[config.mk]
export PLATFORM = sky130hd
export DESIGN_NAME = fetch_unit
export DESIGN_NICKNAME = d
export VERILOG_FILES = /design/src/rtl/fetch_unit.sv
export SDC_FILE = /design/constraint.sdc
export NUM_CORES = 1
export LEC_CHECK = 0
export CAP_MARGIN = 20
export CORE_MARGIN = 3
export CORE_UTILIZATION = 48
export CTS_CLUSTER_SIZE = 40
export DETAILED_ROUTE_END_ITERATION = 10
export GPL_TIMING_DRIVEN = 0
export PLACE_DENSITY = 0.76
export SKIP_CTS_REPAIR_TIMING = 1
export SLEW_MARGIN = 20
export SYNTH_ARGS = -nofsm -noshare
export SYNTH_HDL_FRONTEND = slang
export SYNTH_SLANG_ARGS = --single-unit
[constraint.sdc]
create_clock -name clk -period 2.1 [get_ports clk]
set_input_delay 0.21 -clock clk [delete_from_list [all_inputs] [get_ports clk]]
set_output_delay 0.21 -clock clk [all_outputs]
set_load 0.05 [all_outputs]
[src/rtl/fetch_unit.sv]
// Instruction fetch unit: program counter with call/return stack, jump redirect
// and a registered ALU zero flag.
module fetch_unit #(
    parameter int PC_W  = 10,
    parameter int DEPTH = 4
) (
    input  logic                     clk,
    input  logic                     reset,
    input  logic                     s_inc,
    input  logic                     enable_jal,
    input  logic                     s_jal,
    input  logic                     hold,
    input  logic [15:0]              pm_data,
    input  logic                     alu_z,
    input  logic                     flag_we,
    output logic [PC_W-1:0]          pm_addr,
    output logic [5:0]               opcode,
    output logic                     z,
    output logic                     stk_ovf,
    output logic                     stk_unf,
    output logic [$clog2(DEPTH):0]   stk_cnt
);

    localparam int AW = $clog2(DEPTH);
    localparam logic [AW:0] CNT_FULL = (AW+1)'(DEPTH);

    typedef enum logic [2:0] {
        OP_HOLD,
        OP_CALL,
        OP_RET,
        OP_JUMP,
        OP_INC
    } op_t;

    op_t             w_op;
    logic [PC_W-1:0] r_pc;
    logic [PC_W-1:0] w_pc_inc;
    logic [PC_W-1:0] w_target;
    logic [PC_W-1:0] w_tos;
    logic [PC_W-1:0] w_pc_next;
    logic [PC_W-1:0] r_stk [DEPTH];
    logic [AW-1:0]   r_sp;
    logic [AW-1:0]   w_sp_top;
    logic [AW:0]     r_cnt;
    logic            w_full;
    logic            w_empty;
    logic            r_z;
    logic            r_ovf;
    logic            r_unf;

    assign w_pc_inc = r_pc + 1'b1;
    assign w_target = pm_data[PC_W-1:0];
    // r_sp points at the next free slot; the top entry sits just below it.
    assign w_sp_top = r_sp - 1'b1;
    assign w_tos    = r_stk[w_sp_top];
    assign w_full   = (r_cnt == CNT_FULL);
    assign w_empty  = (r_cnt == '0);

    always_comb begin
        w_op = OP_INC;
        if (hold)
            w_op = OP_HOLD;
        else if (enable_jal)
            w_op = OP_CALL;
        else if (s_jal)
            w_op = OP_RET;
        else if (!s_inc)
            w_op = OP_JUMP;
    end

    always_comb begin
        w_pc_next = r_pc;
        case (w_op)
            OP_HOLD: w_pc_next = r_pc;
            OP_CALL: w_pc_next = w_target;
            OP_RET:  w_pc_next = w_empty ? w_pc_inc : w_tos;
            OP_JUMP: w_pc_next = w_target;
            OP_INC:  w_pc_next = w_pc_inc;
            default: w_pc_next = r_pc;
        endcase
    end

    always_ff @(posedge clk) begin
        if (reset) begin
            r_pc  <= '0;
            r_sp  <= '0;
            r_cnt <= '0;
            r_z   <= 1'b0;
            r_ovf <= 1'b0;
            r_unf <= 1'b0;
        end else begin
            r_pc <= w_pc_next;
            if (!hold && flag_we)
                r_z <= alu_z;
            // A push on a full stack wraps r_sp onto the oldest entry.
            if (w_op == OP_CALL) begin
                r_sp <= r_sp + 1'b1;
                if (w_full)
                    r_ovf <= 1'b1;
                else
                    r_cnt <= r_cnt + 1'b1;
            end else if (w_op == OP_RET) begin
                if (w_empty) begin
                    r_unf <= 1'b1;
                end else begin
                    r_sp  <= w_sp_top;
                    r_cnt <= r_cnt - 1'b1;
                end
            end
        end
    end

    // Stack storage carries no reset; entries are unreadable while empty.
    always_ff @(posedge clk) begin
        if (!reset && w_op == OP_CALL)
            r_stk[r_sp] <= w_pc_inc;
    end

    assign pm_addr = r_pc;
    assign opcode  = pm_data[15:10];
    assign z       = r_z;
    assign stk_ovf = r_ovf;
    assign stk_unf = r_unf;
    assign stk_cnt = r_cnt;

endmodule

# Word-level counts from Yosys, hierarchy flattened
# Memories as Yosys holds them, arrays and structs flattened.
# Index checks and enable logic that the tools add are counted.
# Widths: inputs -> output; s select.
[classes]
n_addsub = 5
n_eq_ne = 7
n_mux = 15
bitwise = 1
n_reduce_logical = 12
[op_table]
columns = ["op", "n"]
rows = [
  ["$pmux 10 s3", 1],
  ["$mux 3", 8],
  ["$add 10x1->10 const B", 1],
  ["$mux 10", 1],
  ["$eq 3x2->1 const B", 2],
  ["$eq 3x3->1 const B", 2],
  ["$mux 2", 3],
  ["$reduce_and 3->1", 2],
  ["$reduce_and 2->1", 2],
  ["$add 3x1->3 const B", 1],
  ["$eq 3x1->1 const B", 1],
  ["$logic_not 3->1", 1],
  ["$reduce_bool 3->1", 1],
  ["$sub 3x1->3 const B", 1],
  ["$add 2x1->2 const B", 1],
  ["$logic_and 1x1->1", 2],
  ["$logic_not 1->1", 2],
  ["$mux 1", 2],
  ["$ne 2x1->1 const B", 1],
  ["$ne 2x2->1 const B", 1],
  ["$reduce_bool 2->1", 1],
  ["$reduce_or 2->1", 1],
  ["$sub 2x1->2 const B", 1],
  ["$not 1->1", 1],
]
[totals]
reg_bits = 18
mem_bits_rw = 40
input_bits = 24
output_inout_bits = 22
wordCells = 47
memories = 1
[memory_table]
columns = ["memory", "words", "width", "read_ports", "rd_clocked_by_memory_dff", "wr", "line", "text"]
rows = [
  ["r_stk", 4, 10, 1, 0, 1, "41", "logic [PC_W-1:0] r_stk [DEPTH];"],
]

# Logic depth before layout (Yosys ltp)
[depth]
ltp_word = 8
ltp_mapped = 7
ltp_nobuf = 6

# Least setup slack after synthesis
# OpenSTA, ideal clock, no wires.
[synth_path]
kind = "reg2reg"
from = "register r_sp[0]"
to = "register r_pc[5], in the netlist pm_addr[5]"
setup_time_ns = 0.138
arrival_time_ns = 2.135
t_required_ns = 1.962
setup_slack_ns = -0.173
path_stages_with_launch = 8
path_buffers = 2
synth_period_minus_slack_ns = 2.273
cell_sequence = "dfxtp_1 buf_2 inv_1 ha_1 clkbuf_1 mux4_2 a221oi_1 a221oi_1"
[synth_via]
elab_chain_len = 4
[synth_rtl]
columns = ["item", "line", "text"]
rows = [
  ["start: declaration", "42", "logic [AW-1:0] r_sp;"],
  ["start signal: assignment", "97", "r_sp <= r_sp + 1'b1;"],
  ["start signal: assignment", "106", "r_sp <= w_sp_top;"],
  ["$sub 2x1->2", "54", "assign w_sp_top = r_sp - 1'b1;"],
  ["$mem_v2 4x10", "--", ""],
  ["$mux 10", "76", "OP_RET: w_pc_next = w_empty ? w_pc_inc : w_tos;"],
  ["$pmux 10 s3", "73", "case (w_op)"],
  ["end signal: assignment", "92", "r_pc <= w_pc_next;"],
  ["end: declaration", "36", "logic [PC_W-1:0] r_pc;"],
]
# No other way between the ends.
# A chain may end at the register's enable or synchronous reset.

# Worst setup path after layout
[layout_path]
from = "register r_sp[0]"
to = "register r_pc[6], in the netlist pm_addr[6]"
# Same word-level chain as after synthesis.

==> results.yml <==
finish:
  drive_gt1_frac: 0.205
  fin_nets: 308
  fillers: 442
  fin_util: 0.633
  diodes: 0
  syn2layout_area_growth_pct: 25.3
cts:
  cts_num_sinks: 58
  cts_tree: "done"
  htreeDepth: 3
  cts_root_buf: "clkbuf_8"
  clock_latency_ns: 0.34
  clock_path_buffers: 2
  cts_buffers: 9
  path_clk_slew_ns: 0.07
floorplanning:
  core_area_mm2: 0.00561
  die_h_um: 82.9
  rows: 27
  initial_core_util: 0.506
  dieArea_mm2: 0.00686
  ioPinCount: 46
  dieWidth_um: 82.9
synthesis:
  synth_top_cell_by_area: "edfxtp_1"
  synth_compound_area_frac: 0.147
  ys_seq_area_frac: 0.551
  netlist_area_mm2: 0.00284
  ys_warn_count: 0
  synth_cell_type_count: 47
  synth_fa_ha_area_frac: 0.0291
  syn_area_per_cell_um2: 12.3
  synth_flop_cell: "edfxtp_1"
  yosys_register_bits: 58
  synthArstFlopShare: 0
  ys_top_cells_by_count: "edfxtp_1, dfxtp_1, a221oi_1, inv_1, nor2_1"
  synth_area_leaders: "edfxtp_1, dfxtp_1, mux4_2, a221oi_1, ha_1"
  synth_top_family_by_area: "compound AO/OA/AOI/OAI gates"
  yosys.area_share.xor_xnor: 0.0216
  yosysMostFrequentCell: "edfxtp_1"
  syn_inst: 230
  syn_nets: 260
  synth_top_cell_area_share: 0.424
  synthSimpleGateAreaFrac: 0.120
  muxShareOfSynthArea: 0.0794
  synth_edf_count: 40
timing:
  hold_viol: 0
  finClkSkew_ns: 0.00942
  maxSlewViolCount: 0
  fmax_mhz: 509
  worst_pin_slew_ns: 0.800
  max_slew_margin: 0.466
  period_needed_ns: 1.97
  hold_ws_ns: 0.291
  finalSetupViolations: 0
  period_share: 0.936
  fin_ws_ns: 0.134
detailed_routing:
  dr_total_vias: 2068
  wl_met3_um: 355
  vias_per_cell: 5.83
  highest_layer: "met4"
  m1WireLength_um: 2680
  ant_nets: 0
  route.met2.wl_um: 2970
  drtIter0Drc: 147
  drt-wirelength-per-cell_um: 17.3
  drc: 0
  routed_wl_um: 6130
  drt_pass1_iterations: 4
critical_path:
  worstReg2RegEnd: "pm_addr[6]"
  cp-start-kind: "flip-flop"
  timing.rr.start: "r_sp[0]"
  cp_slowest_stage_delay_ns: 0.39
  crit_chain: "buf_8 > inv_1 > ha_4 > buf_6 > mux4_2 > a221oi_2 > a221oi_1"
  arrival_ns: 2.17
  path_class: "flip-flop to flip-flop"
  r2r_slack_ns: 0.13
  cp-end-kind: "flip-flop"
  cp.required_ns: 2.30
  slowest_stage: "dfxtp_4"
  cp_max_fo: 10
  ff2ff_path_depth: 7
global_route:
  grt_usage: 0.185
  grt-ovfl-total: 0
  grt_start_max_net_pins: 12
  antenna_found_initial: 0
  grt_pass1_vias: 1970
  grt_pass1_wl_um: 9890
flow_run:
  drv_cap: 0
power:
  p_per_area_mw_per_mm2: 867
  finalPower_w: 0.00308
  peakVddDrop_uv: 435
  power_leakage_nw: 1.20
hold_path:
  hp-start: "s_jal"
  hp-class: "primary input to flip-flop"
  hold_depth: 3
  min_to: "pm_addr[2]"
place:
  pre_cts_slack_ns: -0.334
  numPortBuffers: 37
  gp_congestion: 0.831
  dpl.hpwl_um: 4320
outcome:
  outcome: "completed"
[how the worst max path moves through the flow]
stage | from | end | slack (ns) | depth (start not counted)
floorplan | r_sp[0] | pm_addr[5] | 0.06 | 7
global placement | r_sp[0] | pm_addr[6] | -0.31 | 7
detailed placement | r_sp[0] | pm_addr[6] | -0.33 | 7
CTS | r_sp[0] | pm_addr[6] | -0.36 | 7
global route | stk_cnt[2] | pm_addr[7] | -0.009 | 5
finish | r_sp[0] | pm_addr[6] | 0.13 | 7
[metrics by stage]
step / cells / setup TNS (ns) / area (µm²)
2_1_floorplan: 230 / 0 / 2840
3_3_place_gp: 339 / -9.88 / 3300
3_5_place_dp: 339 / -9.92 / 3300
4_1_cts: 355 / -1.78 / 3490
5_1_grt: 355 / -0.00913 / 3550
6_report: 355 / 0 / 3550
[cells by family (layout without fill, tap and decap cells)]
| kind of cell | count (synthesis) | after routing |
|---|---|---|
| flip-flops | 58 | 58 |
| AO/OA/AOI/OAI | 59 | 59 |
| multiplexers | 10 | 10 |
| AND/OR/NAND/NOR | 60 | 60 |
| XOR/XNOR | 7 | 7 |
| buffers and inverters | 30 | 83 |
| adder cells (fa/ha/maj) | 6 | 6 |
[placed cells by master (no fill, tap or decap), drive strengths merged, types with 6 or more instances in the layout]
| master | instances |
|---|---|
| clkdlybuf4s50 | 37 |
| or2 | 6 |
| and2 | 6 |
| dfxtp | 18 |
| buf | 12 |
| o21ai | 8 |
| nand2 | 6 |
| a221oi | 13 |
| mux4 | 10 |
| clkbuf | 15 |
| edfxtp | 40 |
| nor2 | 12 |
| a21oi | 11 |
| a31oi | 6 |
| inv | 12 |
| xnor2 | 6 |
[cell type report]
| type | count | area, µm² | share of cell area |
|---|---|---|---|
| well taps | 72 | 90.1 | 0.0254 |
| repair buffers | 37 | 370 | 0.104 |
| plain buffers | 18 | 119 | 0.0335 |
| clock buffers | 9 | 124 | 0.0349 |
| flip-flops and latches | 58 | 1570 | 0.441 |
| clock inverters | 7 | 70.1 | 0.0197 |
| inverters | 12 | 45.0 | 0.0127 |
| multi-input cells | 142 | 1170 | 0.329 |
[sequential cells by signal, summed over array words and instances, names as in the netlist]
name and count:
z 1, r_sp 2, stk_ovf 1, stk_cnt 3, pm_addr 10, r_stk 40
stk_unf 1
[critical path: cells and delay by family, from the launching register on]
| family | cells | cell delay [ns] |
|---|---|---|
| multiplexers | 1 | 0.32 |
| adder cells (fa/ha/maj) | 1 | 0.30 |
| buffers and inverters | 3 | 0.43 |
| AO/OA/AOI/OAI | 2 | 0.38 |
| flip-flops | 1 | 0.39 |
[power by group]
part | switching [W] | internal [W]
combinational | 0.000425 | 0.000313
clock | 0.000454 | 0.000542
sequential | 0.0000565 | 0.00129
[routing by layer]
layer | global-route usage | vias to the layer above
met5 | 0 | -
met4 | 0.0877 | 0
met3 | 0.0317 | 11
met2 | 0.292 | 80
met1 | 0.249 | 1001
li1 | - | 976
No activity file was read; power rests on OpenSTA's default activity.
